--- config.mk ---
export PLATFORM = sky130hd
export DESIGN_NAME = conv_mac_sequencer_flat
export DESIGN_NICKNAME = d
export VERILOG_FILES = /design/src/rtl/conv_pkg.sv /design/src/rtl/conv_mac_sequencer_if.sv /design/src/rtl/window_addr_gen.sv /design/src/rtl/conv_mac_sequencer.sv /design/src/flat_wrapper.sv
export SDC_FILE = /design/constraint.sdc
export NUM_CORES = 1
export LEC_CHECK = 0
export CORE_MARGIN = 2
export CORE_UTILIZATION = 59
export CTS_CLUSTER_SIZE = 8
export DETAILED_ROUTE_END_ITERATION = 8
export PLACE_DENSITY_LB_ADDON = 0.08
export SKIP_LAST_GASP = 1
export SLEW_MARGIN = 20
export SYNTH_ARGS = -nofsm -noshare
export SYNTH_HDL_FRONTEND = slang
export SYNTH_SLANG_ARGS = --single-unit
--- constraint.sdc ---
create_clock -name clk -period 3 [get_ports clk]
set_input_delay 0.6 -clock clk [delete_from_list [all_inputs] [get_ports clk]]
set_output_delay 0.6 -clock clk [all_outputs]
set_load 0.05 [all_outputs]
--- src/rtl/conv_pkg.sv ---
// conv_pkg: shared types and constants for the convolution MAC sequencer.
//   state_e      FSM state encoding (idle, fetch, last tap, output, done)
//   DEF_*        default image/filter geometry
//   OUT_W/OUT_H  output feature-map size for the default geometry
//   TAPS         taps per window for the default geometry
//   out_dim()    output side length for a given image side and filter side
//   width_of()   bits needed to count 0..n-1 (never less than 1)
package conv_pkg;

  typedef enum logic [2:0] {
    StIdle,
    StFetch,
    StLast,
    StOut,
    StDone
  } state_e;

  localparam int unsigned DEF_IMG_W = 28;
  localparam int unsigned DEF_IMG_H = 28;
  localparam int unsigned DEF_K     = 3;

  localparam int unsigned OUT_W = DEF_IMG_W - DEF_K + 1;
  localparam int unsigned OUT_H = DEF_IMG_H - DEF_K + 1;
  localparam int unsigned TAPS  = DEF_K * DEF_K;

  function automatic int unsigned out_dim(input int unsigned img, input int unsigned k);
    return img - k + 1;
  endfunction

  function automatic int unsigned width_of(input int unsigned n);
    return (n <= 1) ? 1 : $clog2(n);
  endfunction

endpackage

--- src/rtl/conv_mac_sequencer_if.sv ---
// conv_mac_sequencer_if: groups every non-clock signal of the sequencer.
//   control : start, busy, done
//   RAM/MAC : img_addr, filt_addr, mac_enable, one_conv_done, mac_result
//   output  : out_data, out_addr, out_valid, out_ready (valid/ready stream)
// master = sequencer side, slave = surrounding RAMs/MAC/consumer side.
interface conv_mac_sequencer_if #(
  parameter int unsigned DATA_W  = 16,
  parameter int unsigned ADDR_W  = 10,
  parameter int unsigned FADDR_W = 4
);
  logic               start;
  logic               busy;
  logic               done;
  logic [ADDR_W-1:0]  img_addr;
  logic [FADDR_W-1:0] filt_addr;
  logic               mac_enable;
  logic               one_conv_done;
  logic [DATA_W-1:0]  mac_result;
  logic [DATA_W-1:0]  out_data;
  logic [ADDR_W-1:0]  out_addr;
  logic               out_valid;
  logic               out_ready;

  modport master (
    input  start, mac_result, out_ready,
    output busy, done, img_addr, filt_addr, mac_enable, one_conv_done,
           out_data, out_addr, out_valid
  );

  modport slave (
    output start, mac_result, out_ready,
    input  busy, done, img_addr, filt_addr, mac_enable, one_conv_done,
           out_data, out_addr, out_valid
  );
endinterface

--- src/rtl/window_addr_gen.sv ---
// window_addr_gen: window/tap counters and incremental address generation.
//   clk, reset          clock, synchronous active-high reset
//   init                restart at window (0,0), tap 0
//   step_tap            advance to the next tap inside the window (kx fastest)
//   step_win            advance to tap 0 of the next window (ox fastest)
//   img_addr/filt_addr  registered RAM read addresses of the current tap
//   out_idx             raster index of the current window
//   first_tap/last_tap  current tap is tap 0 / tap K*K-1
//   last_win            current window is the final one
// Addresses are kept as running sums so no multipliers are needed.
module window_addr_gen import conv_pkg::*; #(
  parameter int unsigned IMG_W   = DEF_IMG_W,
  parameter int unsigned IMG_H   = DEF_IMG_H,
  parameter int unsigned K       = DEF_K,
  parameter int unsigned ADDR_W  = 10,
  parameter int unsigned FADDR_W = 4
) (
  input  logic               clk,
  input  logic               reset,
  input  logic               init,
  input  logic               step_tap,
  input  logic               step_win,
  output logic [ADDR_W-1:0]  img_addr,
  output logic [FADDR_W-1:0] filt_addr,
  output logic [ADDR_W-1:0]  out_idx,
  output logic               first_tap,
  output logic               last_tap,
  output logic               last_win
);

  localparam int unsigned OutW = out_dim(IMG_W, K);
  localparam int unsigned OutH = out_dim(IMG_H, K);
  localparam int unsigned KW   = width_of(K);
  localparam int unsigned OXW  = width_of(OutW);
  localparam int unsigned OYW  = width_of(OutH);
  localparam logic [ADDR_W-1:0] RowStep = ADDR_W'(IMG_W);

  logic [KW-1:0]      kx_q, kx_d, ky_q, ky_d;
  logic [OXW-1:0]     ox_q, ox_d;
  logic [OYW-1:0]     oy_q, oy_d;
  logic [ADDR_W-1:0]  row_base_q, row_base_d;  // oy*IMG_W
  logic [ADDR_W-1:0]  win_base_q, win_base_d;  // oy*IMG_W + ox
  logic [ADDR_W-1:0]  tap_row_q, tap_row_d;    // win_base + ky*IMG_W
  logic [ADDR_W-1:0]  img_addr_q, img_addr_d;
  logic [FADDR_W-1:0] filt_q, filt_d;
  logic [ADDR_W-1:0]  out_idx_q, out_idx_d;

  always_comb begin
    kx_d       = kx_q;
    ky_d       = ky_q;
    ox_d       = ox_q;
    oy_d       = oy_q;
    row_base_d = row_base_q;
    win_base_d = win_base_q;
    tap_row_d  = tap_row_q;
    img_addr_d = img_addr_q;
    filt_d     = filt_q;
    out_idx_d  = out_idx_q;
    if (init) begin
      kx_d       = '0;
      ky_d       = '0;
      ox_d       = '0;
      oy_d       = '0;
      row_base_d = '0;
      win_base_d = '0;
      tap_row_d  = '0;
      img_addr_d = '0;
      filt_d     = '0;
      out_idx_d  = '0;
    end else if (step_win) begin
      if (ox_q == OXW'(OutW - 1)) begin
        ox_d       = '0;
        oy_d       = oy_q + 1'b1;
        row_base_d = row_base_q + RowStep;
        win_base_d = row_base_q + RowStep;
      end else begin
        ox_d       = ox_q + 1'b1;
        win_base_d = win_base_q + 1'b1;
      end
      tap_row_d  = win_base_d;
      img_addr_d = win_base_d;
      kx_d       = '0;
      ky_d       = '0;
      filt_d     = '0;
      out_idx_d  = out_idx_q + 1'b1;
    end else if (step_tap) begin
      if (kx_q == KW'(K - 1)) begin
        kx_d       = '0;
        ky_d       = ky_q + 1'b1;
        tap_row_d  = tap_row_q + RowStep;
        img_addr_d = tap_row_q + RowStep;
      end else begin
        kx_d       = kx_q + 1'b1;
        img_addr_d = img_addr_q + 1'b1;
      end
      filt_d = filt_q + 1'b1;
    end
  end

  always_ff @(posedge clk) begin
    if (reset) begin
      kx_q       <= '0;
      ky_q       <= '0;
      ox_q       <= '0;
      oy_q       <= '0;
      row_base_q <= '0;
      win_base_q <= '0;
      tap_row_q  <= '0;
      img_addr_q <= '0;
      filt_q     <= '0;
      out_idx_q  <= '0;
    end else begin
      kx_q       <= kx_d;
      ky_q       <= ky_d;
      ox_q       <= ox_d;
      oy_q       <= oy_d;
      row_base_q <= row_base_d;
      win_base_q <= win_base_d;
      tap_row_q  <= tap_row_d;
      img_addr_q <= img_addr_d;
      filt_q     <= filt_d;
      out_idx_q  <= out_idx_d;
    end
  end

  assign img_addr  = img_addr_q;
  assign filt_addr = filt_q;
  assign out_idx   = out_idx_q;
  assign first_tap = (filt_q == '0);
  assign last_tap  = (kx_q == KW'(K - 1)) && (ky_q == KW'(K - 1));
  assign last_win  = (ox_q == OXW'(OutW - 1)) && (oy_q == OYW'(OutH - 1));

endmodule

--- src/rtl/conv_mac_sequencer.sv ---
// conv_mac_sequencer: walks a KxK window over an IMG_W x IMG_H image, issues
// per-tap image/filter RAM addresses, drives the shared MAC's enable/last-tap
// strobes aligned with the 1-cycle RAM read data, and presents each window's
// MAC result on a valid/ready output register.
//   clk, reset  clock, synchronous active-high reset
//   bus         conv_mac_sequencer_if.master: start/busy/done, RAM addresses,
//               mac_enable/one_conv_done/mac_result, out_* stream
module conv_mac_sequencer import conv_pkg::*; #(
  parameter int unsigned IMG_W   = DEF_IMG_W,
  parameter int unsigned IMG_H   = DEF_IMG_H,
  parameter int unsigned K       = DEF_K,
  parameter int unsigned DATA_W  = 16,
  parameter int unsigned ADDR_W  = 10,
  parameter int unsigned FADDR_W = 4
) (
  input  logic                  clk,
  input  logic                  reset,
  conv_mac_sequencer_if.master  bus
);

  state_e state_q, state_d;

  logic               init, step_tap, step_win;
  logic               first_tap, last_tap, last_win;
  logic [ADDR_W-1:0]  img_addr, out_idx;
  logic [FADDR_W-1:0] filt_addr;
  logic               mac_enable, one_conv_done;

  logic [DATA_W-1:0]  out_data_q;
  logic [ADDR_W-1:0]  out_addr_q;
  logic               out_valid_q;
  logic               handshake;

  window_addr_gen #(
    .IMG_W   (IMG_W),
    .IMG_H   (IMG_H),
    .K       (K),
    .ADDR_W  (ADDR_W),
    .FADDR_W (FADDR_W)
  ) u_addr_gen (
    .clk       (clk),
    .reset     (reset),
    .init      (init),
    .step_tap  (step_tap),
    .step_win  (step_win),
    .img_addr  (img_addr),
    .filt_addr (filt_addr),
    .out_idx   (out_idx),
    .first_tap (first_tap),
    .last_tap  (last_tap),
    .last_win  (last_win)
  );

  assign handshake = out_valid_q && bus.out_ready;

  always_ff @(posedge clk) begin
    if (reset) state_q <= StIdle;
    else       state_q <= state_d;
  end

  always_comb begin
    state_d       = state_q;
    init          = 1'b0;
    step_tap      = 1'b0;
    step_win      = 1'b0;
    mac_enable    = 1'b0;
    one_conv_done = 1'b0;
    unique case (state_q)
      StIdle: begin
        if (bus.start) begin
          init    = 1'b1;
          state_d = StFetch;
        end
      end
      StFetch: begin
        // RAM data lags the address by one cycle, so tap 0 carries no data yet.
        mac_enable = !first_tap;
        if (last_tap) state_d = StLast;
        else          step_tap = 1'b1;
      end
      StLast: begin
        mac_enable    = 1'b1;
        one_conv_done = 1'b1;
        state_d       = StOut;
      end
      StOut: begin
        if (handshake) begin
          if (last_win) begin
            state_d = StDone;
          end else begin
            step_win = 1'b1;
            state_d  = StFetch;
          end
        end
      end
      StDone: state_d = StIdle;
      default: state_d = StIdle;
    endcase
  end

  always_ff @(posedge clk) begin
    if (reset) begin
      out_data_q  <= '0;
      out_addr_q  <= '0;
      out_valid_q <= 1'b0;
    end else if (state_q == StLast) begin
      out_data_q  <= bus.mac_result;
      out_addr_q  <= out_idx;
      out_valid_q <= 1'b1;
    end else if (handshake) begin
      out_valid_q <= 1'b0;
    end
  end

  assign bus.busy          = (state_q != StIdle);
  assign bus.done          = (state_q == StDone);
  assign bus.img_addr      = img_addr;
  assign bus.filt_addr     = filt_addr;
  assign bus.mac_enable    = mac_enable;
  assign bus.one_conv_done = one_conv_done;
  assign bus.out_data      = out_data_q;
  assign bus.out_addr      = out_addr_q;
  assign bus.out_valid     = out_valid_q;

endmodule

--- src/flat_wrapper.sv ---
// flat-port wrapper written by rule: the top's interface ports become plain ports
module conv_mac_sequencer_flat import conv_pkg::*;
#(
  parameter int unsigned IMG_W   = DEF_IMG_W,
  parameter int unsigned IMG_H   = DEF_IMG_H,
  parameter int unsigned K       = DEF_K,
  parameter int unsigned DATA_W  = 16,
  parameter int unsigned ADDR_W  = 10,
  parameter int unsigned FADDR_W = 4
)
  (clk, reset, bus_start, bus_mac_result, bus_out_ready, bus_busy, bus_done, bus_img_addr, bus_filt_addr, bus_mac_enable, bus_one_conv_done, bus_out_data, bus_out_addr, bus_out_valid);
  conv_mac_sequencer_if #(.DATA_W(DATA_W), .ADDR_W(ADDR_W), .FADDR_W(FADDR_W)) bus_i ();
  input  logic clk;
  input  logic reset;
  input wire logic [$bits(bus_i.start)-1:0] bus_start;
  input wire logic [$bits(bus_i.mac_result)-1:0] bus_mac_result;
  input wire logic [$bits(bus_i.out_ready)-1:0] bus_out_ready;
  output wire logic [$bits(bus_i.busy)-1:0] bus_busy;
  output wire logic [$bits(bus_i.done)-1:0] bus_done;
  output wire logic [$bits(bus_i.img_addr)-1:0] bus_img_addr;
  output wire logic [$bits(bus_i.filt_addr)-1:0] bus_filt_addr;
  output wire logic [$bits(bus_i.mac_enable)-1:0] bus_mac_enable;
  output wire logic [$bits(bus_i.one_conv_done)-1:0] bus_one_conv_done;
  output wire logic [$bits(bus_i.out_data)-1:0] bus_out_data;
  output wire logic [$bits(bus_i.out_addr)-1:0] bus_out_addr;
  output wire logic [$bits(bus_i.out_valid)-1:0] bus_out_valid;
  assign bus_i.start = bus_start;
  assign bus_i.mac_result = bus_mac_result;
  assign bus_i.out_ready = bus_out_ready;
  assign bus_busy = bus_i.busy;
  assign bus_done = bus_i.done;
  assign bus_img_addr = bus_i.img_addr;
  assign bus_filt_addr = bus_i.filt_addr;
  assign bus_mac_enable = bus_i.mac_enable;
  assign bus_one_conv_done = bus_i.one_conv_done;
  assign bus_out_data = bus_i.out_data;
  assign bus_out_addr = bus_i.out_addr;
  assign bus_out_valid = bus_i.out_valid;
  conv_mac_sequencer #(.IMG_W(IMG_W), .IMG_H(IMG_H), .K(K), .DATA_W(DATA_W), .ADDR_W(ADDR_W), .FADDR_W(FADDR_W)) u_core (.clk(clk), .reset(reset), .bus(bus_i));
endmodule
==> metrics.yaml, run 1 <==
post_cts_buffers: 0
drive_gt1_share_pct: 8.033
nets: 637
clock_sinks: 96
cts-buffers-inserted: 9
gr-total-overflow: 0
setup_viol: 0
final.setup_skew_ns: 0.01353
die_w_um: 91.92
leakage_nw: 1.930
layout_common_cells: "96 x dfxtp_1, 94 x nand2_1, 62 x clkdlybuf4s50_1, 55 x a21oi_1, 46 x nor2_1"
antenna_cells: 0
fin_crit_ns: 2.472
grt_util_all_layers_pct: 25.99
dieArea_sq_mm: 0.008449
drc: 0
hold_path_class: "register to register"
synth_fp_nets: 577
clkTransAtPathRegs_ns: 0.10
grt_first_pass_wirelength_um: 17860
grt_setup_unrepaired: "no"
place_area_sq_mm: 0.005290
end_kind: "register"
tns_ns: 0
synth.distinct_cells: 63
pre_cts_slack_ns: 0.4643
p_clk_share_pct: 31.8
synth_ff_type: "dfxtp_1"
root_buffer: "clkbuf_8"
drt_pass1_iterations: 5
port_buffers: 64
core_area_sq_mm: 0.007607
p_comb_share_pct: 22.0
synthesis.area_sq_mm: 0.004561
fin_area_sq_mm: 0.005515
syn_inst: 545
rows: 32
initial_utilization_pct: 59.95
dieHeight_um: 91.92
htreeDepth: 3
via_count: 4108
p_sw_share_pct: 32.50
via_per_inst: 5.770
startpoint: "u_core.u_addr_gen.ox_q[0]"
max_freq_mhz: 404.6
p_sw_mw: 0.9771
avgSynthCellArea_sq_um: 8.368
power_density_mw_per_mm2: 545.1
drt-initial-drc-count: 202
antenna_found_initial: 0
outcome: "finished clean"
hold_viol: 0
pin_count: 65
gp_congestion: 0.8755
cts_resized: 0
min-delay-start: "u_core.u_addr_gen.out_idx[2]"
worstPathRequired_ns: 3.30
relSlewSlack_pct: 45.28
path_class: "register to register"
tightest_slew_ns: 0.8105
ys_seq_area_share_pct: 42.14
drv_slew: 0
wl_um: 10960
r2r_start: "u_core.u_addr_gen.ox_q[0]"
cap_violations: 0
grt_pass1_vias: 3784
synth_edf_count: 0
cp.arrival_ns: 2.78
cts_tree: "done"
synth-async-reset-ratio_pct: 0
crit_path_start_kind: "register"
area_growth_pct: 20.93
worstPathMaxFanout: 18
peakVddDrop_uv: 298.0
synth_seq_cells: 96
synth_warnings: 0
layout_setup_ws_ns: 0.5283
insertion_delay_ns: 0.36
postRouteAntennaNets: 0
pwr-share-seq_pct: 46.2
grt_max_degree: 32
intPower_mw: 2.029
clock_path_buffers: 2
postCtsHoldBufs: 0
dp_hpwl_um: 7705
min_period_over_period_pct: 82.39
layout_commonest_cell: "dfxtp_1"
wl_per_cell_um: 15.39
[Yosys cell counts (all sizes together) (2+ instances only)]
| library cell | number | area, sq um |
|---|---|---|
| or3 | 6 | 37.54 |
| nor3b | 6 | 45.04 |
| a22o | 2 | 17.52 |
| nor2 | 47 | 178.9 |
| and3 | 5 | 31.28 |
| buf | 13 | 76.32 |
| nand4 | 14 | 87.58 |
| o21ai | 16 | 83.83 |
| o22ai | 7 | 43.79 |
| and4b | 2 | 21.27 |
| xnor2 | 11 | 96.34 |
| inv | 13 | 48.80 |
| o221a | 7 | 78.83 |
| nand2b | 4 | 25.02 |
| ha | 12 | 150.1 |
| nand2 | 96 | 365.3 |
| a22oi | 2 | 15.01 |
| nor3 | 9 | 56.31 |
| a21o | 2 | 15.01 |
| o311ai | 2 | 17.52 |
| nand3 | 13 | 75.07 |
| a211oi | 10 | 75.07 |
| dfxtp | 96 | 1922 |
| clkbuf | 14 | 53.80 |
| nor4 | 2 | 12.51 |
| nand4b | 2 | 17.52 |
| a21oi | 56 | 284.0 |
| and2 | 7 | 43.79 |
| o21a | 6 | 45.04 |
| a31oi | 3 | 18.77 |
| o211ai | 5 | 37.54 |
| and4 | 2 | 17.52 |
| xor2 | 32 | 280.3 |
| nor2b | 3 | 18.77 |
[flip-flops by register name, indices dropped and copies added, names as in the netlist]
signal,cells
u_core.u_addr_gen.filt_addr,4
u_core.u_addr_gen.ky_q,2
u_core.bus.out_data,16
u_core.u_addr_gen.out_idx,10
u_core.u_addr_gen.oy_q,5
u_core.u_addr_gen.kx_q,2
u_core.u_addr_gen.img_addr,10
u_core.u_addr_gen.ox_q,5
u_core.bus.out_valid,1
u_core.bus.out_addr,10
u_core.u_addr_gen.row_base_q,8
u_core.state_q,3
u_core.u_addr_gen.tap_row_q,10
u_core.u_addr_gen.win_base_q,10
[path summary, 6_finish.rpt]
| kind | endpoint | slack (ns) | cells after the start |
|---|---|---|---|
| worst max-delay path | u_core.u_addr_gen.img_addr[5] | 0.53 | 6 |
| worst min-delay path | u_core.bus.out_addr[2] | 0.45 | 2 |
| worst max register to register | u_core.u_addr_gen.img_addr[5] | 0.53 | 6 |
| worst min register to register | u_core.bus.out_addr[2] | 0.45 | 2 |
[area by class of cell]
cell class                 instances  area [sq um]
clock buffer                       9         123.9
clock inverter                     7         101.3
fill                             615          2092
inverter                          14         52.55
multi-input combinational        408          2462
sequential                        96          1922
tap                              102         127.6
timing repair buffer              76         725.7
[through the flow]
| step | util, % | power (mW) | hold slack (ns) | instances |
|---|---|---|---|---|
| final | 72.50 | 3.007 | 0.4515 | 712 |
| after floorplan | - | 1.871 | 0.4254 | 545 |
| after CTS | 72.50 | 3.017 | 0.4592 | 712 |
| after global routing | 72.50 | 3.118 | 0.4785 | 712 |
| after global placement | 69.54 | 2.063 | 0.4411 | 696 |
| after detailed placement | 69.54 | 2.076 | 0.4457 | 696 |
[critical path: stages, from the launching register on]
cell and delay, ns:
dfxtp_1 0.41, ha_1 0.19, nand4b_1 0.28, o211ai_1 0.70
nand2_2 0.38, a22oi_1 0.26, o221a_2 0.20
[cell families (layout without fill, tap and decap cells)]
kind of cell / Yosys count / in the layout / share of synthesized area [%]
adders and majority gates: 12 / 12 / 3.292
buffers and inverters: 41 / 106 / 4.005
muxes: 1 / 1 / 0.2195
AOI/OAI and AO/OA: 130 / 130 / 18.71
DFF: 96 / 96 / 42.14
and+or+nand+nor: 222 / 222 / 23.37
xor gates and xnor gates: 43 / 43 / 8.258
[power groups by stage]
| stage | logic (mW) | registers, mW | clock network, mW |
|---|---|---|---|
| floorplan | 0.323 | 1.55 | 0 |
| global placement | 0.649 | 1.41 | 0 |
| detailed placement | 0.659 | 1.42 | 0 |
| CTS | 0.662 | 1.39 | 0.966 |
| global route | 0.710 | 1.40 | 1.01 |
| finish | 0.662 | 1.39 | 0.956 |
[routing by layer]
| layer | up-vias | track usage [%] | share of wire, % |
|---|---|---|---|
| met3 | 20 | 4.437 | 4.3 |
| met5 | - | 0 | 0 |
| li1 | 2026 | - | - |
| met1 | 1961 | 34.64 | 46 |
| met4 | 0 | 10.45 | 2.0 |
| met2 | 101 | 42.03 | 47 |
No activity file was read; power rests on OpenSTA's default activity.
==> run 2: changes to the inputs <==
--- a/config.mk
+++ b/config.mk
@@ -6,7 +6,7 @@
 export NUM_CORES = 1
 export LEC_CHECK = 0
 export CORE_MARGIN = 2
-export CORE_UTILIZATION = 59
+export CORE_UTILIZATION = 49
 export CTS_CLUSTER_SIZE = 8
 export DETAILED_ROUTE_END_ITERATION = 8
 export PLACE_DENSITY_LB_ADDON = 0.08
==> constraint.sdc (replaced) <==
create_clock -name clk -period 2.2 [get_ports clk]
set_input_delay 0.44 -clock clk [delete_from_list [all_inputs] [get_ports clk]]
set_output_delay 0.44 -clock clk [all_outputs]
set_load 0.05 [all_outputs]
==> run 2 against run 1 <==
Effect of this change: count of clock-buffer cells in the layout did not move; critical path type is now register to primary output; flip-flop and latch count did not move; combinational power rose by 45%; hold slack improved by 0.0060 ns; wire length rose by 1.2%; total power rose by 37%; sequential power rose by 36%; non-clock buffer count rose by 35; global-route usage fell by 3.5 points.
==> metrics.yaml, run 2 (same netlist as run 1, synthesis figures left out) <==
clock_sinks: 96  # unchanged
drt_pass1_iterations: 4  # was 5
antenna_found_initial: 0  # unchanged
gp_congestion: 0.8809  # was 0.8755
largest_reg_flops: 16  # unchanged
dieHeight_um: 100.5  # was 91.92 um
drive_gt1_share_pct: 13.33  # was 8.033%
slowest_stage: "dfxtp_1"  # was o211ai_1
peakVddDrop_uv: 316.0  # was 298.0 uV
worst-path-buf-inv: 1  # was 0
insertion_delay_ns: 0.36  # about the same
core_area_sq_mm: 0.009153  # was 0.007607 sq mm
power_density_mw_per_mm2: 709.8  # was 545.1 mW/mm^2
fillCellCount: 811  # was 615
via_per_inst: 5.485  # was 5.770
worstPathRequired_ns: 1.76  # was 3.30 ns
dp_hpwl_um: 8114  # was 7705 um
cts-buffers-inserted: 9  # unchanged
min_period_over_period_pct: 94.61
r2r_start: "u_core.u_addr_gen.oy_q[1]"  # was u_core.u_addr_gen.ox_q[0]
gr-total-overflow: 0  # unchanged
htreeDepth: 3  # unchanged
fin_crit_ns: 2.081
end_kind: "primary output"  # was register
root_buffer: "clkbuf_8"  # unchanged
dieArea_sq_mm: 0.01010  # was 0.008449 sq mm
die_w_um: 100.5  # was 91.92 um
antenna_cells: 0  # unchanged
pre_cts_slack_ns: -0.03211  # was 0.4643 ns
grt_util_all_layers_pct: 22.51  # was 25.99%
reg2reg_slack_ns: 0.17  # was 0.53 ns
path_delay_family: "flip-flops"  # was compound AO/OA/AOI/OAI gates
grt_max_degree: 27  # was 32
setup_viol: 0  # unchanged
grt_first_pass_wirelength_um: 18280  # was 17860 um
outcome: "finished clean"  # unchanged
cap_violations: 0  # unchanged
wl_um: 11090  # was 10960 um
wl_per_cell_um: 14.67  # was 15.39 um
initial_utilization_pct: 49.83  # was 59.95%
via_count: 4147  # was 4108
leakage_nw: 2.128  # was 1.930 nW
area_growth_pct: 27.38  # was 20.93%
layout_setup_ws_ns: 0.1186  # was 0.5283 ns
tightest_slew_ns: 0.5141  # was 0.8105 ns
hold_viol: 0  # unchanged
whs_endpoint: "u_core.bus.out_data[6]"  # was u_core.bus.out_addr[2]
postRouteAntennaNets: 0  # unchanged
final_util_pct: 63.47  # was 72.50%
rr_worst_depth: 7  # was 6
path_cells: "or3b_1 > o21ai_2 > buf_12"  # was ha_1 > nand4b_1 > o211ai_1 > nand2_2 > a22oi_1 > o221a_2
clock_path_buffers: 2  # unchanged
hold_path_class: "register to register"  # unchanged
pin_count: 65  # unchanged
layout_common_cells: "96 x dfxtp_1, 94 x nand2_1, 59 x clkdlybuf4s50_1, 55 x a21oi_1, 48 x buf_4"  # was 96 x dfxtp_1, 94 x nand2_1, 62 x clkdlybuf4s50_1, 55 x a21oi_1, 46 x nor2_1
grt_setup_unrepaired: "no"  # unchanged
drt-initial-drc-count: 202  # unchanged
relSlewSlack_pct: 65.62  # was 45.28%
min-delay-start: "u_core.bus.out_data[6]"  # was u_core.u_addr_gen.out_idx[2]
path_class: "register to primary output"  # was register to register
port_buffers: 64  # unchanged
rows: 35  # was 32
clkTransAtPathRegs_ns: 0.10  # about the same
holdPathStages: 2  # unchanged
drc: 0  # unchanged
cts_tree: "done"  # unchanged
reg2reg_to: "u_core.u_addr_gen.out_idx[9]"  # was u_core.u_addr_gen.img_addr[5]
cp.arrival_ns: 1.64  # was 2.78 ns
crit_path_start_kind: "register"  # unchanged
grt_pass1_vias: 3803  # was 3784
drv_slew: 0  # unchanged
max_freq_mhz: 480.4
final.setup_skew_ns: 0.007893  # was 0.01353 ns
max_stage_delay_ns: 0.47  # was 0.70 ns
nets: 672  # was 637
worstPathMaxFanout: 9  # was 18
layout_commonest_cell: "dfxtp_1"  # unchanged
postCtsHoldBufs: 0  # unchanged
-- run 2: changes by cell type in the layout (fill, tap and decap cells not counted), moves of 2 or more --
cell,before,now
inv_6,3,1
clkdlybuf4s50_1,62,59
clkinv_2,0,2
buf_12,0,2
buf_4,14,48
-- run 2: cell type report --
| type | count | area, sq um | share of cell area (%) |
|---|---|---|---|
| clock buffer | 9 | 123.9 | 2.132 |
| sequential | 96 | 1922 | 33.08 |
| tap | 111 | 138.9 | 2.391 |
| inverter | 14 | 52.55 | 0.9046 |
| timing repair buffer | 111 | 1012 | 17.42 |
| clock inverter | 7 | 93.84 | 1.615 |
| multi-input combinational | 408 | 2466 | 42.45 |
-- run 2: stage by stage --
| stage | setup TNS, ns | instance area, sq um | hold WS, ns | power (mW) | instances |
|---|---|---|---|---|---|
| detailed placement | -0.07573 | 5575 | 0.4460 | 2.895 | 738 |
| CTS | 0 | 5792 | 0.4600 | 4.154 | 754 |
| global route | 0 | 5809 | 0.4807 | 4.318 | 756 |
| floorplan | 0 | 4564 | 0.4254 | 2.556 | 545 |
| finish | 0 | 5809 | 0.4575 | 4.124 | 756 |
| global placement | -0.01413 | 5575 | 0.4363 | 2.884 | 738 |
-- run 2: worst max-delay path by stage --
| stage | from | to | slack (ns) | depth (start not counted) |
|---|---|---|---|---|
| floorplan | u_core.state_q[0] | bus_done | 0.17 | 2 |
| global placement | bus_out_ready | u_core.u_addr_gen.img_addr[6] | -0.01 | 7 |
| detailed placement | bus_out_ready | u_core.u_addr_gen.img_addr[6] | -0.03 | 7 |
| CTS | u_core.u_addr_gen.img_addr[2] | bus_img_addr[2] | 0.06 | 1 |
| global route | u_core.u_addr_gen.oy_q[1] | u_core.u_addr_gen.out_idx[9] | 0.02 | 7 |
| finish | u_core.state_q[0] | bus_mac_enable | 0.12 | 3 |
-- run 2: power breakdown --
part           total [mW]  internal [mW]  switching, mW
Sequential           1.89           1.81         0.0778
Combinational       0.960          0.350          0.609
Clock                1.28          0.640          0.635
-- run 2: worst min-delay path, stage by stage (launching register included) --
cell and delay [ns]:
dfxtp_1 0.32, nand2_1 0.05, a21oi_1 0.05
-- run 2: repair_timing --
item                                    4_1_cts  5_1_grt
pin swaps                                     0        1
gates resized for setup                       1        2
cloned                                        0        0
buffers inserted                              0        2
endpoints found under the setup margin        1        6
-- run 2: metal layers --
metal | global-route usage, % | share of wire, %
met1 | 31.24 | 48
met5 | 0 | 0
met4 | 7.165 | 1.3
met3 | 3.606 | 4.6
met2 | 35.98 | 46
